--- src/rtl/irq_arb_pkg.sv ---
// Shared types and the pairwise compare rule for the EDF tournament arbiter.
package irq_arb_pkg;

  // Keys are widened to this width before comparison so one function serves every PrioWidth.
  localparam int unsigned MaxPrioWidth = 64;

  typedef enum logic {
    SEL_A = 1'b0,
    SEL_B = 1'b1
  } sel_e;

  // Pick the winner of one tree node. Side A always carries the lower line indices,
  // so "lower index wins" on a full tie means SEL_A.
  function automatic sel_e arbitrate(
    input logic                    valid_a,
    input logic                    valid_b,
    input logic [MaxPrioWidth-1:0] prio_a,
    input logic [MaxPrioWidth-1:0] prio_b,
    input logic                    late_a,
    input logic                    late_b,
    input logic                    signed_mode
  );
    sel_e sel;
    logic a_lt_b;
    logic b_lt_a;
    if (signed_mode) begin
      a_lt_b = $signed(prio_a) < $signed(prio_b);
      b_lt_a = $signed(prio_b) < $signed(prio_a);
    end else begin
      a_lt_b = prio_a < prio_b;
      b_lt_a = prio_b < prio_a;
    end
    sel = SEL_A;
    if (!valid_a) begin
      sel = valid_b ? SEL_B : SEL_A;
    end else if (valid_b) begin
      if (b_lt_a) begin
        sel = SEL_B;
      end else if (!a_lt_b && late_a && !late_b) begin
        sel = SEL_B;
      end
    end
    return sel;
  endfunction

endpackage

--- src/rtl/irq_arb_node.sv ---
// Combinational 2:1 compare/select cell of the arbitration tree.
module irq_arb_node
  import irq_arb_pkg::*;
#(
  parameter int unsigned PrioWidth  = 8,
  parameter int unsigned IdxWidth   = 5,
  parameter bit          SignedPrio = 1'b1
) (
  input  logic                 i_a_valid,
  input  logic                 i_a_late,
  input  logic [PrioWidth-1:0] i_a_prio,
  input  logic [IdxWidth-1:0]  i_a_idx,
  input  logic                 i_b_valid,
  input  logic                 i_b_late,
  input  logic [PrioWidth-1:0] i_b_prio,
  input  logic [IdxWidth-1:0]  i_b_idx,
  output logic                 o_valid,
  output logic                 o_late,
  output logic [PrioWidth-1:0] o_prio,
  output logic [IdxWidth-1:0]  o_idx
);

  logic [MaxPrioWidth-1:0] w_a_key;
  logic [MaxPrioWidth-1:0] w_b_key;
  sel_e                    w_sel;

  // Widen keys, choose a side, and force an empty result to all zeros.
  always_comb begin
    if (SignedPrio) begin
      w_a_key = MaxPrioWidth'($signed(i_a_prio));
      w_b_key = MaxPrioWidth'($signed(i_b_prio));
    end else begin
      w_a_key = MaxPrioWidth'(i_a_prio);
      w_b_key = MaxPrioWidth'(i_b_prio);
    end
    w_sel   = arbitrate(i_a_valid, i_b_valid, w_a_key, w_b_key, i_a_late, i_b_late, SignedPrio);
    o_valid = i_a_valid | i_b_valid;
    if (w_sel == SEL_B) begin
      o_late = i_b_late;
      o_prio = i_b_prio;
      o_idx  = i_b_idx;
    end else begin
      o_late = i_a_late;
      o_prio = i_a_prio;
      o_idx  = i_a_idx;
    end
    if (!o_valid) begin
      o_late = 1'b0;
      o_prio = '0;
      o_idx  = '0;
    end
  end

endmodule

--- src/rtl/irq_arbiter_pipe.sv ---
// Pipelined earliest-deadline tournament arbiter with valid/ready output,
// flush, and optional round-robin tie-breaking.
module irq_arbiter_pipe
  import irq_arb_pkg::*;
#(
  parameter int unsigned NrInputs   = 32,
  parameter int unsigned PrioWidth  = 8,
  parameter int unsigned PipeStride = 2,
  parameter bit          SignedPrio = 1'b1,
  parameter bit          RrTie      = 1'b1,
  localparam int unsigned IdxWidth  = (NrInputs > 2) ? $clog2(NrInputs) : 1
) (
  input  logic                                clk_i,
  input  logic                                rst_ni,
  input  logic [NrInputs-1:0]                 valid_i,
  input  logic [NrInputs-1:0][PrioWidth-1:0]  prio_i,
  input  logic                                flush_i,
  output logic                                valid_o,
  input  logic                                ready_i,
  output logic [PrioWidth-1:0]                prio_o,
  output logic [IdxWidth-1:0]                 idx_o
);

  localparam int unsigned Levels    = IdxWidth;
  localparam int unsigned NrLeaves  = 1 << IdxWidth;
  localparam int unsigned StrideDiv = (PipeStride > 0) ? PipeStride : 1;

  typedef struct packed {
    logic [PrioWidth-1:0] prio;
    logic [IdxWidth-1:0]  idx;
    logic                 valid;
    logic                 late;
  } node_t;

  // Heap layout: position 1 is the root, children of p are 2p and 2p+1,
  // leaves occupy NrLeaves .. 2*NrLeaves-1 in line-index order.
  node_t               w_tree [1:2*NrLeaves-1];
  logic                w_advance;
  logic [IdxWidth-1:0] r_rr_ptr;

  assign valid_o   = w_tree[1].valid;
  assign prio_o    = w_tree[1].prio;
  assign idx_o     = w_tree[1].idx;
  assign w_advance = ready_i | ~valid_o;

  // Leaves: pad lines never request; reset masks requests so an unregistered
  // configuration also shows an empty result while held in reset.
  for (genvar k = 0; k < NrLeaves; k++) begin : g_leaf
    if (k < NrInputs) begin : g_real
      assign w_tree[NrLeaves+k] = (valid_i[k] && rst_ni)
        ? '{prio:  prio_i[k],
            idx:   IdxWidth'(k),
            valid: 1'b1,
            late:  RrTie && (IdxWidth'(k) < r_rr_ptr)}
        : '0;
    end else begin : g_pad
      assign w_tree[NrLeaves+k] = '0;
    end
  end

  for (genvar j = 1; j <= Levels; j++) begin : g_lvl
    localparam int unsigned NrNodes = NrLeaves >> j;
    localparam bit          IsReg   = (PipeStride > 0) && ((j % StrideDiv) == 0);
    for (genvar k = 0; k < NrNodes; k++) begin : g_node
      localparam int unsigned P = NrNodes + k;
      logic                 w_v;
      logic                 w_l;
      logic [PrioWidth-1:0] w_p;
      logic [IdxWidth-1:0]  w_i;
      node_t                w_sel;

      irq_arb_node #(
        .PrioWidth (PrioWidth),
        .IdxWidth  (IdxWidth),
        .SignedPrio(SignedPrio)
      ) u_node (
        .i_a_valid(w_tree[2*P].valid),
        .i_a_late (w_tree[2*P].late),
        .i_a_prio (w_tree[2*P].prio),
        .i_a_idx  (w_tree[2*P].idx),
        .i_b_valid(w_tree[2*P+1].valid),
        .i_b_late (w_tree[2*P+1].late),
        .i_b_prio (w_tree[2*P+1].prio),
        .i_b_idx  (w_tree[2*P+1].idx),
        .o_valid  (w_v),
        .o_late   (w_l),
        .o_prio   (w_p),
        .o_idx    (w_i)
      );

      assign w_sel = '{prio: w_p, idx: w_i, valid: w_v, late: w_l};

      if (IsReg) begin : g_reg
        node_t r_node;
        // Stage register: flush empties it even while stalled, otherwise load on advance.
        always_ff @(posedge clk_i or negedge rst_ni) begin
          if (!rst_ni) begin
            r_node <= '0;
          end else if (flush_i) begin
            r_node <= '0;
          end else if (w_advance) begin
            r_node <= w_sel;
          end
        end
        assign w_tree[P] = r_node;
      end else begin : g_comb
        assign w_tree[P] = w_sel;
      end
    end
  end

  // Round-robin pointer moves just past the line granted on each handshake.
  always_ff @(posedge clk_i or negedge rst_ni) begin
    if (!rst_ni) begin
      r_rr_ptr <= '0;
    end else if (valid_o && ready_i) begin
      r_rr_ptr <= (idx_o == IdxWidth'(NrInputs - 1)) ? '0 : idx_o + 1'b1;
    end
  end

endmodule
--- config.mk ---
export PLATFORM = sky130hd
export DESIGN_NAME = irq_arbiter_pipe
export DESIGN_NICKNAME = d
export VERILOG_FILES = /design/src/rtl/irq_arb_pkg.sv /design/src/rtl/irq_arb_node.sv /design/src/rtl/irq_arbiter_pipe.sv
export SDC_FILE = /design/constraint.sdc
export NUM_CORES = 1
export LEC_CHECK = 0
export CORE_UTILIZATION = 45
export DETAILED_ROUTE_END_ITERATION = 10
export GPL_ROUTABILITY_DRIVEN = 0
export GPL_TIMING_DRIVEN = 0
export PLACE_DENSITY = 0.67
export RECOVER_POWER = 25
export SYNTH_ARGS = -nofsm -noshare
export SYNTH_HDL_FRONTEND = slang
export SYNTH_HIERARCHICAL = 1
export SYNTH_SLANG_ARGS = --single-unit
--- constraint.sdc ---
create_clock -name clk_i -period 4.8 [get_ports clk_i]
set_input_delay 0.96 -clock clk_i [delete_from_list [all_inputs] [get_ports clk_i]]
set_output_delay 0.96 -clock clk_i [all_outputs]
set_load 0.005 [all_outputs]
# Yosys cells after proc, flatten, opt, wreduce, memory -nomap -nowiden
# Index checks and enable logic that the tools add are counted.
# Widths: inputs -> output; s select.
dict set report totals {
  ff_bits 155
  inputBits 292
  out_inout_bits 14
  word_cells 720
}
dict set report classes {
  add_sub_neg 1
  n_lt_le_gt_ge 94
  eq_ne 1
  mux 392
  bitwise_logic 33
  reduce_logical 158
}
# cell count
set op_table {}
lappend op_table {{$mux 15} 52}
lappend op_table {{$lt 8x8->1} 62}
lappend op_table {{$mux 8} 62}
lappend op_table {{$mux 5} 63}
lappend op_table {{$mux 1} 215}
lappend op_table {{$logic_and 1x1->1} 95}
lappend op_table {{$lt 5x5->1 const A} 16}
lappend op_table {{$logic_not 1->1} 62}
lappend op_table {{$lt 4x5->1 const A} 8}
lappend op_table {{$or 1x1->1} 32}
lappend op_table {{$lt 3x5->1 const A} 4}
lappend op_table {{$lt 1x5->1 const A} 2}
lappend op_table {{$lt 2x5->1 const A} 2}
lappend op_table {{$add 5x1->5 const B} 1}
lappend op_table {{$eq 5x5->1 const B} 1}
lappend op_table {{$reduce_bool 2->1} 1}
lappend op_table {{$not 1->1} 1}

# Longest topological paths before layout
# Gate-level depths: netlist (run 1).
dict set report logic_depth {
  word_depth 24
  depth_mapped 24
  ltp_nobuf 19
}

# Hierarchy
# The synthesis (run 1) kept the hierarchy.
# module instances cells_per_inst area_each_um2 seq_area_each_um2
set modules_own_cells {}
lappend modules_own_cells {irq_arb_node 31 72 514.2 0.0}
lappend modules_own_cells {irq_arbiter_pipe 1 1054 8459.4 3878.7}

# Worst setup path before layout (run 1)
# Ideal clock, no wire load.
dict set report synth_timing {
  path_kind {input to register}
  startpoint {in rst_ni}
  endpoint {reg g_lvl[2].g_node[5].g_reg.r_node[10] (netlist bit)}
  setup_time_ns 0.136
  t_arrival_ns 4.494
  t_required_ns 4.664
  slack_ns 0.169
  cell_stages 24
  n_path_buf 5
  cell_sequence {buf_2 -> buf_2 -> clkbuf_1 -> and3_1 -> inv_1 -> ha_1 -> nor2b_4 -> o211ai_2 -> a21oi_2 -> o21ai_4 -> buf_8 -> mux2i_1 -> o21ai_1 -> inv_1 -> ha_1 -> nor2b_4 -> o211ai_2 -> a21oi_2 -> o21ai_4 -> buf_8 -> mux2i_1 -> o21ai_1 -> nand2_1 -> a21oi_1}
}
# element line
set synth_lines {}
lappend synth_lines {{start: declaration} irq_arbiter_pipe.sv:14} ;# input logic rst_ni,
lappend synth_lines {{end signal: assignment} irq_arbiter_pipe.sv:102} ;# r_node <= w_sel;
lappend synth_lines {{end: declaration} irq_arbiter_pipe.sv:94} ;# node_t r_node;

==> impl_metrics.env, run 1 <==
export IMPL_status="finished, violations left"
export IMPL_violations="capacitance limit, slew limit"
export IMPL_worst_ep_required_time_ns=5.16
export IMPL_critical_path_max_stage_delay_ns=0.33
export IMPL_fmax_mhz=214
export IMPL_wl_per_cell_um=19.1
export IMPL_io_buffers=304
export IMPL_fin_crit_sh=0.975
export IMPL_cp_end_kind="register"
export IMPL_start_util=0.459
export IMPL_cts_root_buf="clkbuf_16"
export IMPL_crit_arrival_ns=5.04
export IMPL_dieArea_um2=55100
export IMPL_hp_class="in2async"
export IMPL_cts_sinks=155
export IMPL_finalNetCount=4333
export IMPL_slew_headroom=-1.00
export IMPL_ys_warn_count=6
export IMPL_cts_tree="done"
export IMPL_hold_slack_ns=0.321
export IMPL_fin_cells=4493
export IMPL_tns_ns=0
export IMPL_final_max_slew_viol_count=119
export IMPL_die_w_um=235
export IMPL_p_sw_mw=2.07
export IMPL_die_h_um=235
export IMPL_crit_chain="buf_16 -> buf_16 -> buf_16 -> buf_8 -> and3_1 -> inv_1 -> ha_1 -> a21oi_1 -> a21oi_2 -> o21ai_4 -> buf_8 -> mux2i_1 -> o21ai_2 -> inv_1 -> ha_1 -> nor2b_4 -> o211ai_2 -> a21oi_2 -> o21ai_4 -> buf_4 -> mux2i_1 -> o21ai_0 -> nand2_1 -> a21oi_1"
export IMPL_vias=25400
export IMPL_ff2ff_setup_slack_ns=0.24
export IMPL_pwr_share_seq=0.261
export IMPL_num_io_pins=306
export IMPL_synth_area_per_cell_um2=7.43
export IMPL_ant_nets=0
export IMPL_period_minus_slack_ns=4.68
export IMPL_power_share_clock=0.274
export IMPL_wirelength_mm=85.7
export IMPL_intPower_mw=3.28
export IMPL_crit_type="in2reg"
export IMPL_worst_path_buf_inv=8
export IMPL_dp_hpwl_mm=68.0
export IMPL_p_leak_nw=14.5
export IMPL_grt_max_degree=119
export IMPL_postLayoutCoreUtil=0.577
export IMPL_netlist_instances=3283
export IMPL_cts_clk_slew_worst_paths_ns=0.07
export IMPL_cpMostUsedCell="buf_16"
export IMPL_cts_buffers=17
export IMPL_insertion_delay_ns=0.44
export IMPL_rows=84
export IMPL_comb_power_share=0.464
export IMPL_routed_via_density=5.66
export IMPL_critPathSlowestCell="ha_1"
export IMPL_maxCapViolations=1
export IMPL_peakVddDrop_mv=0.202
export IMPL_worst_setup_path_start_kind="input pin"
export IMPL_clk_path_buf_depth=2
export IMPL_synth_area_um2=24400
export IMPL_rsz0062_at_grt="no"
export IMPL_tightest_slew_ns=3.00
export IMPL_fill_cells=5011
export IMPL_antenna_found_initial=6
export IMPL_dpl_cell_count=4405
export IMPL_htreeDepth=4
export IMPL_p_sw_frac=0.387
export IMPL_drt_iter0_markers=1890
export IMPL_syn_to_final_growth_pct=25.6
export IMPL_grt_busiest_layer="met2"
export IMPL_coreArea_um2=53100
export IMPL_grt_pass1_wl_mm=132
export IMPL_drc=0
export IMPL_groute_usage_overall=0.300
export IMPL_drt_pass1_iterations=6
export IMPL_gr_usage_met3=0.0284
export IMPL_skew_ns=0.00946
export IMPL_grtUsageMet1=0.381
export IMPL_setup_viol=0
export IMPL_grt_overflow=0
export IMPL_grt_pass1_vias=24100
export IMPL_final_hold_violation_count=0
export IMPL_p_per_area_nw_per_um2=175
export IMPL_total_power_mw=5.35
export IMPL_met2_usage=0.528
export IMPL_final_layout_size_suffix_gt1_frac=0.121
export IMPL_worst_path_max_fanout=11
export IMPL_critical_path_top_delay_family="compound AO/OA/AOI/OAI gates"
-- path summary, 6_finish.rpt --
check / depth (start not counted) / to / startpoint
max: 24 / g_lvl[2].g_node[4].g_reg.r_node[3] / rst_ni
min: 1 / g_lvl[2].g_node[4].g_reg.r_node[10] / rst_ni
max reg2reg: 22 / g_lvl[2].g_node[2].g_reg.r_node[14] / r_rr_ptr[1]
min reg2reg: 2 / g_lvl[2].g_node[7].g_reg.r_node[4] / g_lvl[2].g_node[7].g_reg.r_node[4]
max in group asynchronous: 2 / g_lvl[2].g_node[2].g_reg.r_node[0] / rst_ni
min in group clk_i: 2 / g_lvl[2].g_node[7].g_reg.r_node[4] / g_lvl[2].g_node[7].g_reg.r_node[4]
-- per-stage QoR --
step	cell area [µm²]	setup slack, ns
2_1_floorplan	24900	0.169
3_3_place_gp	28800	-7.97
3_5_place_dp	28800	-2.02
4_1_cts	30000	0.00000488
5_1_grt	30600	0.00923
6_report	30600	0.120
-- per-layer routing --
metal  routed length (µm)  vias up
met1                37100    12000
met5                   40        -
met2                41300      703
li1                     -    12500
met3                 4130      155
met4                 3140        6
-- power by group through the flow --
| stage | clock network (mW) | registers (mW) | logic [mW] |
|---|---|---|---|
| global route | 1.54 | 1.40 | 2.68 |
| finish | 1.47 | 1.40 | 2.48 |
| detailed placement | 0 | 1.42 | 2.28 |
| global placement | 0 | 1.42 | 2.27 |
| CTS | 1.47 | 1.40 | 2.36 |
| floorplan | 0 | 1.40 | 1.57 |
-- worst register-to-register path, delay by kind of cell, from the launching register on --
kind	cells	cell delay [ns]
fa+ha+maj	1	0.34
simple gates	7	1.43
buf+inv	5	0.83
mux	1	0.10
flops	1	0.42
compound gates	8	1.33
-- cell usage in the layout (no fill, tap or decap), types with 17 or more instances in the layout --
| cell | instances |
|---|---|
| conb_1 | 130 |
| nor2b_1 | 40 |
| a21oi_1 | 216 |
| o21bai_2 | 22 |
| a21oi_2 | 33 |
| o21ai_2 | 35 |
| and3_1 | 247 |
| a32o_1 | 121 |
| nor2b_4 | 31 |
| nand4_1 | 31 |
| clkdlybuf4s50_1 | 294 |
| o211ai_1 | 31 |
| buf_8 | 35 |
| buf_4 | 62 |
| mux2i_1 | 304 |
| dfrtp_1 | 155 |
| nand4b_1 | 31 |
| inv_1 | 341 |
| clkbuf_16 | 23 |
| clkbuf_1 | 82 |
| a31oi_1 | 17 |
| o21ai_0 | 145 |
| nand2_1 | 615 |
| o211ai_2 | 31 |
| or2_2 | 31 |
| buf_2 | 29 |
| ha_1 | 250 |
| nor2_1 | 66 |
| o21ai_1 | 161 |
| and2_1 | 20 |
| o21ai_4 | 31 |
-- final cells by class --
class                      instances  area, µm²  area share
timing repair buffer             360       3590       0.117
clock buffer                      17        425      0.0139
sequential                       155       3880       0.127
multi-input combinational       2732      19000       0.621
buffer                           184       1360      0.0443
clock inverter                    15        201     0.00658
tap                              688        861      0.0281
antenna                            1       2.50   0.0000817
inverter                         341       1280      0.0418
-- flip-flops by register name, summed over array words and instances (netlist names) --
register and count:
r_rr_ptr 5, g_lvl.g_node.g_reg.r_node 150
-- timing repair --
item,in CTS,in global routing
hold buffers,0,0
gates resized for setup,124,107
setup endpoints to repair,100,100
gates cloned,0,7
pin swaps,25,17
setup buffers,27,21
(Power assumes the default switching activity.)
==> run 2: changes to the inputs <==
--- a/config.mk
+++ b/config.mk
@@ -8,7 +8,6 @@
 export CORE_UTILIZATION = 45
 export DETAILED_ROUTE_END_ITERATION = 10
 export GPL_ROUTABILITY_DRIVEN = 0
-export GPL_TIMING_DRIVEN = 0
 export PLACE_DENSITY = 0.67
 export RECOVER_POWER = 25
 export SYNTH_ARGS = -nofsm -noshare
==> run 2 against run 1 <==
  * The flow now finishes without violations
  * Setup slack better by 0.10 ns
  * Critical path depth unchanged
  * Maximum frequency rose by 2.2%
  * Hold slack improved by 0.20 ns
  * Sequential power barely moved
  * Highest routed layer unchanged
==> impl_metrics.env, run 2 (synthesis results as in run 1) <==
export IMPL_fin_crit_sh=0.954
export IMPL_worstRegToRegCells=20
export IMPL_p_per_area_nw_per_um2=162
export IMPL_cts_tree="done"
export IMPL_dieArea_um2=55100
export IMPL_post_cts_resized=0
export IMPL_finalNetCount=4620
export IMPL_hold_buffers=0
export IMPL_io_buffers=305
export IMPL_grt_pass1_wl_mm=126
export IMPL_preCtsSetupSlack_ns=-0.292
export IMPL_vias=25800
export IMPL_peakVddDrop_mv=0.269
export IMPL_wl_per_cell_um=16.4
export IMPL_cts_root_buf="clkbuf_16"
export IMPL_hold_path_end="g_lvl[2].g_node[1].g_reg.r_node[3]"
export IMPL_drc=0
export IMPL_largest_register_ffs=150
export IMPL_crit_arrival_ns=4.94
export IMPL_cts_buffers=17
export IMPL_wirelength_mm=78.3
export IMPL_r2r_start="r_rr_ptr[2]"
export IMPL_seq_area_um2=3880
export IMPL_status="finished, final reports clean"
export IMPL_hp_class="reg2reg"
export IMPL_rsz0062_at_grt="no"
export IMPL_fill_cells=4824
export IMPL_tightest_slew_ns=1.46
export IMPL_htreeDepth=4
export IMPL_worst_path_max_fanout=23
export IMPL_cp_end_kind="register"
export IMPL_num_io_pins=306
export IMPL_start_util=0.459
export IMPL_routed_via_density=5.40
export IMPL_postLayoutCoreUtil=0.612
export IMPL_drt_iter0_markers=1652
export IMPL_fmax_mhz=218
export IMPL_r2r_end="g_lvl[2].g_node[7].g_reg.r_node[7]"
export IMPL_top_register="g_lvl.g_node.g_reg.r_node"
export IMPL_worst_ep_required_time_ns=5.16
export IMPL_insertion_delay_ns=0.44
export IMPL_die_w_um=235
export IMPL_die_h_um=235
export IMPL_multi_input_area_um2=18600
export IMPL_rows=84
export IMPL_layout_commonest_cell="nand2_1"
export IMPL_hold_depth=2
export IMPL_final_layout_size_suffix_gt1_frac=0.177
export IMPL_layout_setup_ws_ns=0.222
export IMPL_slew_headroom=0.0266
export IMPL_dp_hpwl_mm=63.4
export IMPL_skew_ns=0.00859
export IMPL_tns_ns=0
export IMPL_ant_nets=0
export IMPL_cts_clk_slew_worst_paths_ns=0.07
export IMPL_coreArea_um2=53100
export IMPL_setup_viol=0
export IMPL_final_max_slew_viol_count=0
export IMPL_holdCritStartpoint="g_lvl[2].g_node[1].g_reg.r_node[3]"
export IMPL_clk_path_buf_depth=2
export IMPL_grt_pass1_vias=24800
export IMPL_crit_type="in2reg"
export IMPL_grt_max_degree=121
export IMPL_top_regs="g_lvl.g_node.g_reg.r_node (150), r_rr_ptr (5)"
export IMPL_drt_pass1_iterations=7
export IMPL_postCtsSetupBuffers=0
export IMPL_final_cell_mix="nand2_1 (615), buf_4 (502), inv_1 (341)"
export IMPL_final_hold_violation_count=0
export IMPL_syn_to_final_growth_pct=33.2
export IMPL_cts_sinks=155
export IMPL_ff2ff_setup_slack_ns=0.36
export IMPL_maxCapViolations=0
export IMPL_grt_overflow=0
export IMPL_worst_setup_path_start_kind="input pin"
export IMPL_period_minus_slack_ns=4.58
export IMPL_groute_usage_overall=0.277
export IMPL_p_leak_nw=16.1
export IMPL_antenna_found_initial=1
run 2: cell count changes in the layout (fill, tap and decap cells not counted), moves of 17 or more:
cell	previous run	this run
buf_4	62	502
clkbuf_1	82	6
buf_2	29	0
buf_12	1	18
buf_8	35	1
o21ai_1	161	185
o21ai_2	35	1
run 2: worst max-delay path by stage:
stage / end / from / cells past startpoint / slack (ns)
floorplan: g_lvl[2].g_node[5].g_reg.r_node[10] / rst_ni / 24 / 0.17
global placement: g_lvl[2].g_node[4].g_reg.r_node[6] / valid_i[16] / 22 / -0.26
detailed placement: g_lvl[2].g_node[4].g_reg.r_node[6] / valid_i[16] / 22 / -0.29
CTS: g_lvl[2].g_node[4].g_reg.r_node[6] / valid_i[16] / 22 / 0.16
global route: g_lvl[2].g_node[1].g_reg.r_node[3] / valid_i[4] / 21 / 0.005
finish: g_lvl[2].g_node[4].g_reg.r_node[6] / rst_ni / 24 / 0.22
run 2: layout make-up:
| cell class | instances | share of cell area |
|---|---|---|
| multi-input cells | 2732 | 0.574 |
| clock inverters | 14 | 0.00474 |
| diodes | 1 | 0.0000771 |
| clock buffers | 18 | 0.0135 |
| flip-flops and latches | 155 | 0.119 |
| repair buffers | 831 | 0.222 |
| inverters | 341 | 0.0394 |
| well taps | 688 | 0.0265 |
run 2: metrics by stage:
step                      hold WS [ns]  cell area [µm²]  total power, mW  std cells
after floorplan                  0.490            24900             2.97       3412
after global placement           0.506            31800             3.85       4747
after detailed placement         0.514            31800             3.87       4747
after CTS                        0.521            32400             5.25       4779
after global routing             0.542            32500             5.57       4779
final                            0.523            32500             5.27       4780
run 2: worst max-delay path, cell delays in order:
cell and delay [ns]:
buf_8 0.24, buf_12 0.19, buf_4 0.16, and3_1 0.18
inv_1 0.05, ha_1 0.31, nand4_1 0.13, nor2_1 0.06
a31oi_1 0.25, o21ai_4 0.12, buf_12 0.15, mux2i_1 0.11
o21ai_1 0.25, inv_1 0.08, ha_1 0.32, nor2b_4 0.13
o211ai_2 0.14, a21oi_2 0.09, o21ai_4 0.23, buf_12 0.16
mux2i_1 0.07, o21ai_0 0.25, nand2_1 0.08, a21oi_1 0.18
run 2: metal layers:
metal,vias up,wire (µm),track usage
li1,13100,-,-
met1,12100,35000,0.349
met2,557,38400,0.497
met3,114,2760,0.0281
met4,2,2130,0.0750
met5,-,13,0
run 2: where the power goes:
| group | total (mW) | internal [mW] | leakage, nW | switching (mW) |
|---|---|---|---|---|
| registers | 1.41 | 1.35 | 2.14 | 0.0596 |
| clock network | 1.38 | 0.749 | 0.279 | 0.632 |
| logic | 2.48 | 1.18 | 13.6 | 1.30 |
